<file path="src/rtl/pong_pkg.sv">
// pong_pkg: shared geometry, state encodings and sequencer step encoding
// for the single-player tennis game.
// No ports. Imported by pong_ball_step and pong_game_ctrl.
package pong_pkg;

  localparam int H_ACTIVE     = 640;
  localparam int V_ACTIVE     = 480;
  localparam int PADDLE_X     = 16;
  localparam int PADDLE_W     = 8;
  localparam int PADDLE_H     = 64;
  localparam int BALL_SIZE    = 8;
  localparam int PADDLE_STEP  = 4;
  localparam int BALL_STEP    = 2;
  localparam int PAUSE_FRAMES = 60;

  // Derived geometry
  localparam int FACE_X       = PADDLE_X + PADDLE_W;          // 24
  localparam int PADDLE_Y_MAX = V_ACTIVE - PADDLE_H;          // 416
  localparam int BALL_X_MAX   = H_ACTIVE - BALL_SIZE;         // 632
  localparam int BALL_Y_MAX   = V_ACTIVE - BALL_SIZE;         // 472
  localparam int PADDLE_Y_RST = (V_ACTIVE - PADDLE_H) / 2;    // 208
  localparam int GLUE_DY      = (PADDLE_H - BALL_SIZE) / 2;   // 28, ball centred on paddle

  typedef enum logic [1:0] {
    IDLE = 2'd0,
    PLAY = 2'd1,
    MISS = 2'd2,
    OVER = 2'd3
  } game_state_t;

  typedef enum logic [1:0] {
    STEP_WAIT = 2'd0,
    STEP_S1   = 2'd1,
    STEP_S2   = 2'd2,
    STEP_S3   = 2'd3
  } step_t;

endpackage

</file>
<file path="src/rtl/pong_ball_step.sv">
// pong_ball_step: combinational one-frame ball move for the PLAY state.
// Applies wall bounces, paddle return and left-edge miss; X and Y resolve
// independently so a corner flips both directions in the same frame.
// Ports:
//   ball_x, ball_y          current ball top-left corner
//   dx_neg, dy_neg          current direction (1 = moving left / up)
//   paddle_y                paddle top edge already updated for this frame
//   next_x, next_y          ball position after this frame
//   next_dx_neg/next_dy_neg direction after this frame
//   hit, miss               paddle return / ball lost past the left edge
module pong_ball_step
  import pong_pkg::*;
(
  input  logic [9:0] ball_x,
  input  logic [8:0] ball_y,
  input  logic       dx_neg,
  input  logic       dy_neg,
  input  logic [8:0] paddle_y,
  output logic [9:0] next_x,
  output logic [8:0] next_y,
  output logic       next_dx_neg,
  output logic       next_dy_neg,
  output logic       hit,
  output logic       miss
);

  localparam logic [10:0] STEP  = 11'(BALL_STEP);
  localparam logic [10:0] FACE  = 11'(FACE_X);
  localparam logic [10:0] X_MAX = 11'(BALL_X_MAX);
  localparam logic [10:0] Y_MAX = 11'(BALL_Y_MAX);
  localparam logic [10:0] BSIZE = 11'(BALL_SIZE);
  localparam logic [10:0] PH    = 11'(PADDLE_H);

  // 11-bit working copies so sums and differences never wrap
  logic [10:0] x, y, py;
  logic        overlap_y;

  assign x  = {1'b0, ball_x};
  assign y  = {2'b0, ball_y};
  assign py = {2'b0, paddle_y};
  assign overlap_y = (y + BSIZE > py) && (y < py + PH);

  always_comb begin
    next_x      = ball_x;
    next_y      = ball_y;
    next_dx_neg = dx_neg;
    next_dy_neg = dy_neg;
    hit         = 1'b0;
    miss        = 1'b0;

    if (dy_neg) begin
      if (y < STEP) begin
        next_y      = '0;
        next_dy_neg = 1'b0;
      end else begin
        next_y = 9'(y - STEP);
      end
    end else begin
      if (y + STEP > Y_MAX) begin
        next_y      = 9'(Y_MAX);
        next_dy_neg = 1'b1;
      end else begin
        next_y = 9'(y + STEP);
      end
    end

    if (!dx_neg) begin
      if (x + STEP > X_MAX) begin
        next_x      = 10'(X_MAX);
        next_dx_neg = 1'b1;
      end else begin
        next_x = 10'(x + STEP);
      end
    end else begin
      // Return only when this step would carry the ball across the face
      // (x >= FACE guarantees x - STEP cannot underflow).
      if ((x >= FACE) && (x - STEP < FACE) && overlap_y) begin
        next_x      = 10'(FACE);
        next_dx_neg = 1'b0;
        hit         = 1'b1;
      end else if (x < STEP) begin
        next_x = '0;
        miss   = 1'b1;
      end else begin
        next_x = 10'(x - STEP);
      end
    end
  end

endmodule

</file>
<file path="src/rtl/pong_game_ctrl.sv">
// pong_game_ctrl: per-frame game sequencer. On each accepted frameTick it
// moves the paddle, moves the ball, resolves collisions and keeps score.
// Ports:
//   clock, resetN        system clock, synchronous active-low reset
//   frameTick            1-cycle pulse at start of vertical blank
//   up, down, serve      player request levels, sampled with frameTick
//   paddleY, ballX/Y     object positions for the video generator
//   hits, misses         saturating score counters
//   gameState            0 IDLE, 1 PLAY, 2 MISS, 3 OVER
//   updateDone           1-cycle pulse while freshly committed values show
//   seqStep              debug view of the update sequencer step
// Handshake: frameTick is a fire-and-forget request; it is accepted only in
// STEP_WAIT and dropped while S1..S3 run. updateDone marks the single cycle
// (S3) in which the new positions and scores first appear on the outputs.
module pong_game_ctrl
  import pong_pkg::*;
(
  input  logic       clock,
  input  logic       resetN,
  input  logic       frameTick,
  input  logic       up,
  input  logic       down,
  input  logic       serve,
  output logic [8:0] paddleY,
  output logic [9:0] ballX,
  output logic [8:0] ballY,
  output logic [7:0] hits,
  output logic [3:0] misses,
  output logic [1:0] gameState,
  output logic       updateDone,
  output logic [1:0] seqStep
);

  step_t       step;
  game_state_t game_state;
  logic        up_q, down_q, serve_q;
  logic        dx_neg, dy_neg;
  logic [5:0]  pause_cnt;
  logic [8:0]  paddle_new;
  logic [9:0]  paddle_calc;

  logic [9:0]  bs_x;
  logic [8:0]  bs_y;
  logic        bs_dx_neg, bs_dy_neg, bs_hit, bs_miss;

  assign gameState = game_state;
  assign seqStep   = step;

  // Paddle move from the sampled direction levels; clamped to the screen.
  always_comb begin
    paddle_calc = {1'b0, paddleY};
    if (up_q && !down_q) begin
      paddle_calc = (paddleY < 9'(PADDLE_STEP)) ? 10'd0
                                                : 10'(paddleY) - 10'(PADDLE_STEP);
    end else if (down_q && !up_q) begin
      paddle_calc = (10'(paddleY) + 10'(PADDLE_STEP) > 10'(PADDLE_Y_MAX))
                    ? 10'(PADDLE_Y_MAX) : 10'(paddleY) + 10'(PADDLE_STEP);
    end
  end

  pong_ball_step u_ball_step (
    .ball_x      (ballX),
    .ball_y      (ballY),
    .dx_neg      (dx_neg),
    .dy_neg      (dy_neg),
    .paddle_y    (paddle_new),
    .next_x      (bs_x),
    .next_y      (bs_y),
    .next_dx_neg (bs_dx_neg),
    .next_dy_neg (bs_dy_neg),
    .hit         (bs_hit),
    .miss        (bs_miss)
  );

  // S1 registers the new paddle; the ball step sees it during S2 and the
  // whole frame commits on the S2->S3 edge, so S3 is the first cycle that
  // shows the new values.
  always_ff @(posedge clock) begin
    if (!resetN) begin
      step       <= STEP_WAIT;
      game_state <= IDLE;
      paddleY    <= 9'(PADDLE_Y_RST);
      paddle_new <= 9'(PADDLE_Y_RST);
      ballX      <= 10'(FACE_X);
      ballY      <= 9'(PADDLE_Y_RST + GLUE_DY);
      hits       <= '0;
      misses     <= '0;
      dx_neg     <= 1'b0;
      dy_neg     <= 1'b0;
      pause_cnt  <= '0;
      up_q       <= 1'b0;
      down_q     <= 1'b0;
      serve_q    <= 1'b0;
      updateDone <= 1'b0;
    end else begin
      updateDone <= 1'b0;
      unique case (step)
        STEP_WAIT: begin
          if (frameTick) begin
            up_q    <= up;
            down_q  <= down;
            serve_q <= serve;
            step    <= STEP_S1;
          end
        end
        STEP_S1: begin
          paddle_new <= (game_state == OVER) ? paddleY : paddle_calc[8:0];
          step       <= STEP_S2;
        end
        STEP_S2: begin
          paddleY    <= paddle_new;
          updateDone <= 1'b1;
          step       <= STEP_S3;
          unique case (game_state)
            IDLE: begin
              ballX <= 10'(FACE_X);
              ballY <= paddle_new + 9'(GLUE_DY);
              if (serve_q) begin
                game_state <= PLAY;
                dx_neg     <= 1'b0;
                dy_neg     <= 1'b0;
              end
            end
            PLAY: begin
              ballX  <= bs_x;
              ballY  <= bs_y;
              dx_neg <= bs_dx_neg;
              dy_neg <= bs_dy_neg;
              if (bs_hit && hits != 8'hFF) hits <= hits + 8'd1;
              if (bs_miss) begin
                if (misses != 4'hF) misses <= misses + 4'd1;
                pause_cnt  <= '0;
                game_state <= MISS;
              end
            end
            MISS: begin
              if (pause_cnt == 6'(PAUSE_FRAMES - 1)) begin
                pause_cnt <= '0;
                if (misses == 4'hF) begin
                  game_state <= OVER;
                end else begin
                  game_state <= IDLE;
                  ballX      <= 10'(FACE_X);
                  ballY      <= paddle_new + 9'(GLUE_DY);
                end
              end else begin
                pause_cnt <= pause_cnt + 6'd1;
              end
            end
            OVER: begin
              if (serve_q) begin
                hits       <= '0;
                misses     <= '0;
                dx_neg     <= 1'b0;
                dy_neg     <= 1'b0;
                game_state <= IDLE;
              end
            end
          endcase
        end
        STEP_S3: begin
          step <= STEP_WAIT;
        end
      endcase
    end
  end

endmodule

</file>
<file path="config.mk">
export PLATFORM = sky130hd
export DESIGN_NAME = pong_game_ctrl
export DESIGN_NICKNAME = d
export VERILOG_FILES = /design/src/rtl/pong_pkg.sv /design/src/rtl/pong_ball_step.sv /design/src/rtl/pong_game_ctrl.sv
export SDC_FILE = /design/constraint.sdc
export NUM_CORES = 1
export LEC_CHECK = 0
export CAP_MARGIN = 20
export CORE_MARGIN = 3
export CORE_UTILIZATION = 53
export DETAILED_ROUTE_END_ITERATION = 10
export PLACE_DENSITY = 0.76
export RECOVER_POWER = 50
export SYNTH_ARGS = -nofsm -noshare
export SYNTH_HDL_FRONTEND = slang
export SYNTH_SLANG_ARGS = --single-unit
</file>
<file path="constraint.sdc">
create_clock -name clock -period 2.5 [get_ports clock]
set_clock_uncertainty 0.1 [all_clocks]
set_input_delay 0.375 -clock clock [delete_from_list [all_inputs] [get_ports clock]]
set_output_delay 0.375 -clock clock [all_outputs]
set_load 0.05 [all_outputs]
</file>
After elaboration in Yosys (flattened, before gate mapping)
Index checks and enable logic that the tools add are counted.
W data, S select, Z words.

operators by class
  add/subtract/negate cells = 12
  order comparisons = 10
  equal/unequal tests = 19
  muxes and demuxes = 51
  reductions and logical operators = 22

operators by type and width
  kind                     count
  $mux W9                  10
  $mux W10                 6
  $pmux W10 S3             1
  $pmux W9 S3              1
  $mux W8                  2
  $ne A2 B2 Y1 const B     8
  $pmux W2 S4              2
  $pmux W8 S2              1
  $mux W1                  13
  $mux W2                  6
  $mux W4                  3
  $mux W6                  2
  $pmux W6 S2              1
  $add A10 B2 Y11 const B  1
  $gt A11 B10 Y1 const B   1
  $gt A11 B9 Y1            1
  $gt A11 B9 Y1 const B    1
  $lt A11 B5 Y1 const B    1
  $lt A9 B11 Y1            1
  $sub A10 B2 Y11 const B  1
  $add A9 B2 Y10 const B   1
  $add A9 B3 Y10 const B   1
  $add A9 B4 Y10 const B   1
  $add A9 B7 Y10 const B   1
  30 further kinds         47

storage, ports and cells
  flip-flop bits (word level) = 65
  bits of input ports = 6
  output and inout port bits = 45
  logic and storage cells = 129

Logic depth before layout (Yosys ltp)
  depth after elaboration = 9
  gate-level depth with buffers = 12
  depth with buffers taken out = 11

Modules after synthesis
A second synthesis with hierarchy kept.

unflattened totals
  cells, all modules = 706
  area, all modules = 5302.6 sq um

by module, submodules not included
  module          instances  cells each  area each (sq um)  sequential area each (sq um)
  pong_game_ctrl  1          452         3608.5             1301.2
  pong_ball_step  1          254         1694.1             0.0

Worst setup path after synthesis
OpenSTA, ideal clock, no wires.

  path type = register to register
  start point = reg ballY[3]
  end point = reg hits[2]
  setup time = 120 ps
  arrival = 2941 ps
  data required time = 2280 ps
  path slack = -661 ps
  cell stages (with the launch flop) = 12
  buffers on the path = 0
  period minus slack after synthesis = 3161 ps
  cells stage by stage = dfxtp_1 > ha_1 > nand3_1 > xnor2_1 > ha_1 > nand4_1 > o221ai_1 > o31ai_1 > o2bb2ai_1 > o41ai_4 > o31ai_1 > o2bb2ai_1

between the ends
  longest elaborated chain between the ends = 9
  elaborated cells on any way between the ends = 10
  classes of those cells = 1 x add/sub; 2 x order compare; 1 x eq/ne; 2 x mux; 4 x reduce/logical

RTL lines
  element                                 line                   text
  start: declaration                      pong_game_ctrl.sv:26   output logic [8:0] ballY,
  start signal: assignment                pong_game_ctrl.sv:85   ballY <= 9'(PADDLE_Y_RST + GLUE_DY);
  start signal: assignment                pong_game_ctrl.sv:117  ballY <= paddle_new + 9'(GLUE_DY);
  start signal: assignment                pong_game_ctrl.sv:126  ballY <= bs_y;
  $add A9 B4 Y10                          pong_ball_step.sv:41   assign overlap_y = (y + BSIZE > py) && (y < py + PH);
  $gt A11 B9 Y1                           pong_ball_step.sv:41
  $logic_and A1 B1 Y1 (*)                 pong_ball_step.sv:41
  $logic_and A1 B1 Y1 (*)                 pong_ball_step.sv:77   if ((x >= FACE) && (x - STEP < FACE) && overlap_y) begin
  $mux W1 (*)                             pong_ball_step.sv:77
  $mux W1 (*)                             pong_ball_step.sv:67   if (!dx_neg) begin
  $logic_and A1 B1 Y1 (*)                 pong_game_ctrl.sv:129  if (bs_hit && hits != 8'hFF) hits <= hits + 8'd1;
  $ne A2 B2 Y1 (no source line) (*)       -
  $reduce_and A4 Y1 (no source line) (*)  -
  end signal: assignment                  pong_game_ctrl.sv:129
  end: declaration                        pong_game_ctrl.sv:27   output logic [7:0] hits,

Every way passes the cells marked *; elsewhere a longest branch is shown, timed or not.
A chain may end at the register's enable or synchronous reset.

Final worst setup path
  start point = reg ballY[4]
  end point = reg hits[2]

Same word-level chain as after synthesis.

==> qor.csv <==
metric,value,unit
cts_buffer_depth,2,
io_buffers,49,
routedWlPerCell,17.53,microns
vias,5663,
clock-root-buffer,clkbuf_8,
cts.clk_slew.worst_paths,0.08,ns
critPathTopFamily,compound AO/OA/AOI/OAI gates,
syn2layout_area_growth,29.20,%
ys_seq_elements,64,
hp-class,flop to flop,
grt_setup_unrepaired,true,
core_area,9371,sq um
syn_area,5172,sq um
drive_above_1_share,20.43,%
grt_pass1_vias,5314,
ant_nets,0,
nets,828,
antenna_found_initial,0,
violations,negative setup slack,
drc,0,
rows,35,
crit_required,2.63,ns
cap_viol_max_count,0,
setup-tns-final,-1.504,ns
cp_data_arrival_time,2.80,ns
worstSetupStartpointType,flop,
start_util,55.19,%
clkSinkCount,64,
htree_levels,3,
status,"finished, violations left",
crit_fanout,7,
drtIter0Drc,429,
ir_worst_vdd,550.2,uV
first_pass_iters,5,
r2r_slack,-0.17,ns
routed_wl,16070,microns
preCtsSetupSlack,-0.1554,ns
hpwl,11970,microns
yosys_warnings,0,
cp.depth,12,
syn_nets,730,
setup_viol,13,
max_stage_delay,0.40,ns
path_common_cell,o31ai_2,
crit_end,hits[2]$_SDFFE_PN0P_,
crit_slowest_cell,dfxtp_4,
critPathLaunch,ballY[4]$_SDFFE_PN0P_,
chipHeight,104.8,microns
synth_edf_count,0,
worstSkewPairLatency,0.35,ns
ys.flop_type,dfxtp_1,
end_kind,flop,
synth_cells,685,
gp_congestion,0.9470,
grt_first_pass_wirelength,26160,microns
grt.total_usage,28.50,%
post_dp_cell_area,6262,sq um
final_common_cell,buf_4,
finalHoldViolCount,0,
diodes,0,
vias_per_cell,6.176,
critical_path_class,flop to flop,
min_period,2.674,ns
leakage,0.002617,uW
cts_tree,yes,
yosysSeqAreaShare,24.77,%
overflow,0,
ys_types,80,
cts_buffers,9,
fin_area,6683,sq um
rr_startpoint,ballY[4]$_SDFFE_PN0P_,
slew_headroom,43.47,%
power_density,728.4,nW/um^2
stdcell_count,917,
r2r_end,hits[2]$_SDFFE_PN0P_,
rr_worst_depth,12,
cp.buffers_inverters,1,
worst_slew_pin_slew,0.8480,ns
min_period_over_period,107.0,%
fin_ws,-0.1742,ns
layout_common_cells,"buf_4 (79), nand2_1 (71), nor2_1 (52)",
dieArea,10980,sq um
grt_max_degree,27,
crit_chain,"ha_4, nand3_2, xnor2_1, ha_1, nand4_1, o221ai_2, o31ai_2, o2bb2ai_4, o41ai_4, buf_4, o31ai_2, o2bb2ai_1",
placed_cells,894,
clock.fmax,373.9,MHz
pin_count,51,
async_flop_share,0,%
slew_viol_final,0,
syn_avg_cell_area,7.551,sq um
fp.dieW,104.8,microns
[through the flow]
stage	power, uW	hold slack, ns	util, %
floorplan	2782	0.3596	-
global placement	3443	0.3872	66.82
detailed placement	3498	0.4026	66.82
CTS	4644	0.4138	69.85
global route	5134	0.4274	71.31
finish	4868	0.4146	71.31
[layout make-up]
type                    instances  area (sq um)
flip-flops and latches         64          1315
clock buffers                  10         148.9
repair buffers                131          1110
well taps                     129         161.4
fillers                       783          2689
clock inverters                 6         73.82
multi-input cells             542          3742
inverters                      35         131.4
[worst min path at each step]
stage,startpoint,end,depth (start not counted)
final,hits[7]$_SDFFE_PN0P_,hits[7]$_SDFFE_PN0P_,1
after global routing,hits[7]$_SDFFE_PN0P_,hits[7]$_SDFFE_PN0P_,1
after CTS,hits[7]$_SDFFE_PN0P_,hits[7]$_SDFFE_PN0P_,1
after detailed placement,hits[7]$_SDFFE_PN0P_,hits[7]$_SDFFE_PN0P_,1
after global placement,pause_cnt[3]$_SDFFE_PN0P_,pause_cnt[3]$_SDFFE_PN0P_,2
after floorplan,serve_q$_SDFFE_PN0P_,serve_q$_SDFFE_PN0P_,2
[flip-flops by register name (all words and copies together), names as in the netlist, 4 cells and up]
register	flops
ballX	9
pause_cnt	6
paddle_new	9
paddleY	9
misses	4
hits	8
ballY	9
[repair_timing]
| item | 4_1_cts | 5_1_grt |
|---|---|---|
| pin swaps | 9 | 3 |
| endpoints found under the setup margin | 14 | 30 |
| gates cloned | 0 | 0 |
| gates resized for setup | 11 | 29 |
| buffers inserted | 2 | 5 |
| hold buffers | 0 | 0 |
[kinds of logic after synthesis]
logic type	after synthesis	share of synthesized area (%)
AOI/OAI and AO/OA	184	24.09
xor gates and xnor gates	25	4.233
adders and majority gates	39	9.434
buffers and inverters	79	6.144
DFF	64	24.77
muxes	19	3.725
other	1	0.07250
and+or+nand+nor	274	27.53
[synthesized netlist by cell type (3+ instances only)]
cell | count | area, sq um
a211o_1 | 3 | 26.28
a211oi_1 | 8 | 60.06
a21o_1 | 3 | 22.52
a21oi_1 | 51 | 255.2
a311oi_1 | 6 | 52.55
a31oi_1 | 10 | 62.56
a32oi_1 | 6 | 52.55
and2_1 | 5 | 31.28
and3_1 | 8 | 50.05
and4_1 | 3 | 26.28
buf_1 | 3 | 11.26
buf_2 | 7 | 35.03
clkbuf_1 | 31 | 116.4
dfxtp_1 | 64 | 1281
ha_1 | 39 | 488.0
inv_1 | 35 | 131.4
mux2i_1 | 17 | 170.2
nand2_1 | 72 | 270.3
nand2b_1 | 15 | 93.84
nand3_1 | 35 | 175.2
nand3b_1 | 3 | 22.52
nand4_1 | 12 | 75.07
nor2_1 | 53 | 198.9
nor2b_1 | 5 | 31.28
nor3_1 | 22 | 110.1
nor3b_1 | 5 | 37.54
nor4_1 | 5 | 31.28
o211ai_1 | 6 | 45.04
o21a_1 | 4 | 30.03
o21ai_0 | 36 | 180.2
o221ai_1 | 3 | 26.28
o22ai_1 | 5 | 31.28
o2bb2ai_1 | 6 | 52.55
o31a_1 | 3 | 26.28
o31ai_1 | 4 | 30.03
or2_2 | 5 | 31.28
or3_1 | 9 | 56.30
or4_1 | 3 | 22.52
xnor2_1 | 15 | 131.4
xor2_1 | 10 | 87.58
[routing by layer]
metal  share of wire, %  track usage [%]
met5                  0                0
met4                2.9            9.653
met3                7.0            3.953
met2                 48            47.98
met1                 42            37.40
[where the power goes]
group          switching, uW  internal [uW]
sequential               120           1120
clock                    472            532
combinational           1500           1120
total                   2090           2770
Power figures use the tool's default switching activity.
==> patch (config.mk and constraints unchanged) <==
Put one more register stage on the output `ballY`, without a reset. The value now appears one clock later. The other outputs are not delayed to match.
--- a/src/rtl/pong_game_ctrl.sv
+++ b/src/rtl/pong_game_ctrl.sv
@@ -32,4 +32,6 @@
 );
 
+  logic [8:0] ballY_s0;
+
   step_t       step;
   game_state_t game_state;
@@ -61,5 +63,5 @@
   pong_ball_step u_ball_step (
     .ball_x      (ballX),
-    .ball_y      (ballY),
+    .ball_y      (ballY_s0),
     .dx_neg      (dx_neg),
     .dy_neg      (dy_neg),
@@ -83,5 +85,5 @@
       paddle_new <= 9'(PADDLE_Y_RST);
       ballX      <= 10'(FACE_X);
-      ballY      <= 9'(PADDLE_Y_RST + GLUE_DY);
+      ballY_s0   <= 9'(PADDLE_Y_RST + GLUE_DY);
       hits       <= '0;
       misses     <= '0;
@@ -115,5 +117,5 @@
             IDLE: begin
               ballX <= 10'(FACE_X);
-              ballY <= paddle_new + 9'(GLUE_DY);
+              ballY_s0 <= paddle_new + 9'(GLUE_DY);
               if (serve_q) begin
                 game_state <= PLAY;
@@ -124,5 +126,5 @@
             PLAY: begin
               ballX  <= bs_x;
-              ballY  <= bs_y;
+              ballY_s0 <= bs_y;
               dx_neg <= bs_dx_neg;
               dy_neg <= bs_dy_neg;
@@ -142,5 +144,5 @@
                   game_state <= IDLE;
                   ballX      <= 10'(FACE_X);
-                  ballY      <= paddle_new + 9'(GLUE_DY);
+                  ballY_s0   <= paddle_new + 9'(GLUE_DY);
                 end
               end else begin
@@ -166,4 +168,8 @@
   end
 
+  always_ff @(posedge clock) begin
+    ballY <= ballY_s0;
+  end
+
 endmodule
 
Function: changed (a bounded check fails within 4 cycles, from zero or initial values and one cycle with resetN low).
==> patch against the original RTL <==
The flow finishes with violations (DRC, setup timing). Die area grew 1.7%. Wire length increased by 5.4%. Synthesized area is 1.8% higher. Critical endpoint is now hits[7]. Worst setup slack worse by 320 ps. Final area up 6.1%. Power rose by 23%. Critical path type unchanged. Sequential cell count is 9 higher.
==> patch: results (changes against the original RTL) <==
Slew Limit Headroom: 0.5570 (was 0.4347)
Post-Synth Adder-Cell Area: 0.09264 (was 0.09434)
Synth area leaders: dfxtp_1 28%, ha_1 9.3%, a21oi_1 4.8%, nand2_1 4.7%, nand3_1 3.9% (was dfxtp_1 25%, ha_1 9.4%, nand2_1 5.2%, a21oi_1 4.9%, nor2_1 3.8%)
initial antenna violation count: 0 (unchanged)
met3 wire length: 1432 um (was 1125 um)
met2 WL: 8243 um (was 7712 um)
clock network fraction of design power: 0.198 (was 0.206)
XOR/XNOR Fraction of Synth Area: 0.04656 (was 0.04233)
complex-gate fraction of the synthesized area: 0.2195 (was 0.2409)
worst-path cell with the longest stage delay: or3_4 (was dfxtp_4)
internal power: 3539 uW (was 2773 uW)
mux contribution to synthesized area: 0.03135 (was 0.03725)
top cells by count, synth: 73 x dfxtp_1, 66 x nand2_1, 50 x a21oi_1, 48 x nor2_1, 41 x nand3_1 (was 72 x nand2_1, 64 x dfxtp_1, 53 x nor2_1, 51 x a21oi_1, 39 x ha_1)
synth warn: 0 (unchanged)
drt wl/cell: 18.02 um (was 17.53 um)
synthesized instance count: 678 (was 685)
Post-synth ARST share: 0 (unchanged)
layout cell share with drive strength beyond 1: 0.2466 (was 0.2043)
Final nets: 851 (was 828)
Residual DRC: 1 (was 0)
DP Worst Slack: -462.0 ps (was -155.4 ps)
clk_lat worst skew: 360 ps
maximum clock insertion buffer count: 2 (unchanged)
Layout Cells excl Fill: 940 (was 917)
total track usage: 0.2963 (was 0.2850)
max cap viols: 0 (unchanged)
P_seq: 1450 uW (was 1240 uW)
met3 global-route usage: 0.06001 (was 0.03953)
VDD IR max: 0.5820 mV (was 0.5502 mV)
TritonRoute pass-1 iters: 8 (was 5)
met2 Use GR: 0.5032 (was 0.4798)
clock network power: 1190 uW (was 1000 uW)
Yosys cell types: 73 (was 80)
Initial DRC Count: 397 (was 429)
failing checks: DRC, setup timing (was setup timing)
CTS Buf Count: 9 (unchanged)
top_reg_cell synth: dfxtp_1 (unchanged)
first-pass GRT wire length: 27390 um (was 26160 um)
status: complete, but fails checks (unchanged)
Final setup viols: 20 (was 13)
gpl congestion: 0.9354 (was 0.9470)
wl on met1: 6743 um (was 6761 um)
placed instance area: 6500 um2 (was 6262 um2)
DP HPWL: 11770 um (was 11970 um)
placed cells: 910 (was 894)
syn nets: 723 (was 730)
P_leak: 0.002707 uW (was 0.002617 uW)
fin worst setup slack: -493.3 ps (was -174.2 ps)
clock-pin transition on the worst setup and hold timing paths: 100 ps (was 80 ps)
pin count of the biggest net entering global routing: 30 (was 27)
slowest stage delay, CP: 400 ps (about the same)
crit path max fanout: 7 (unchanged)
CP arrival: 3170 ps (was 2800 ps)
via count: 5875 (was 5663)
vias in the first global route: 5696 (was 5314)
Global Route met1 Usage: 0.3658 (was 0.3740)
sequential area share after synthesis: 0.2774 (was 0.2477)
post-route setup TNS: -5721 ps (was -1504 ps)
family with the most delay on the worst path: simple AND/OR/NAND/NOR gates (was compound AO/OA/AOI/OAI gates)
-- patch: layout make-up --
type | count | area [um2]
fill | 688 | 2369
sequential | 73 | 1486
multi-input combinational | 523 | 3701
tap | 129 | 161.4
inverter | 34 | 127.6
clock inverter | 7 | 125.1
timing repair buffer | 165 | 1365
clock buffer | 9 | 123.9
-- patch: what timing repair did --
| action | CTS | global route |
|---|---|---|
| gates resized for setup | 24 | 39 |
| buffers inserted | 10 | 4 |
| setup endpoints to repair | 15 | 30 |
| pin swaps | 10 | 8 |
-- patch: path summary, 6_finish.rpt --
path	from	endpoint	cells past startpoint
max	ballY_s0[5]	hits[7]	11
min	ballY_s0[0]	ballY[0]	1
max reg2reg	ballY_s0[5]	hits[7]	11
min reg2reg	ballY_s0[0]	ballY[0]	1
-- patch: per-stage QoR --
stage / hold WS, ps / util
global placement: 351.9 / 0.6872
CTS: 391.1 / 0.7336
floorplan: 251.8 / -
global route: 425.0 / 0.7496
detailed placement: 370.9 / 0.6872
finish: 406.7 / 0.7496
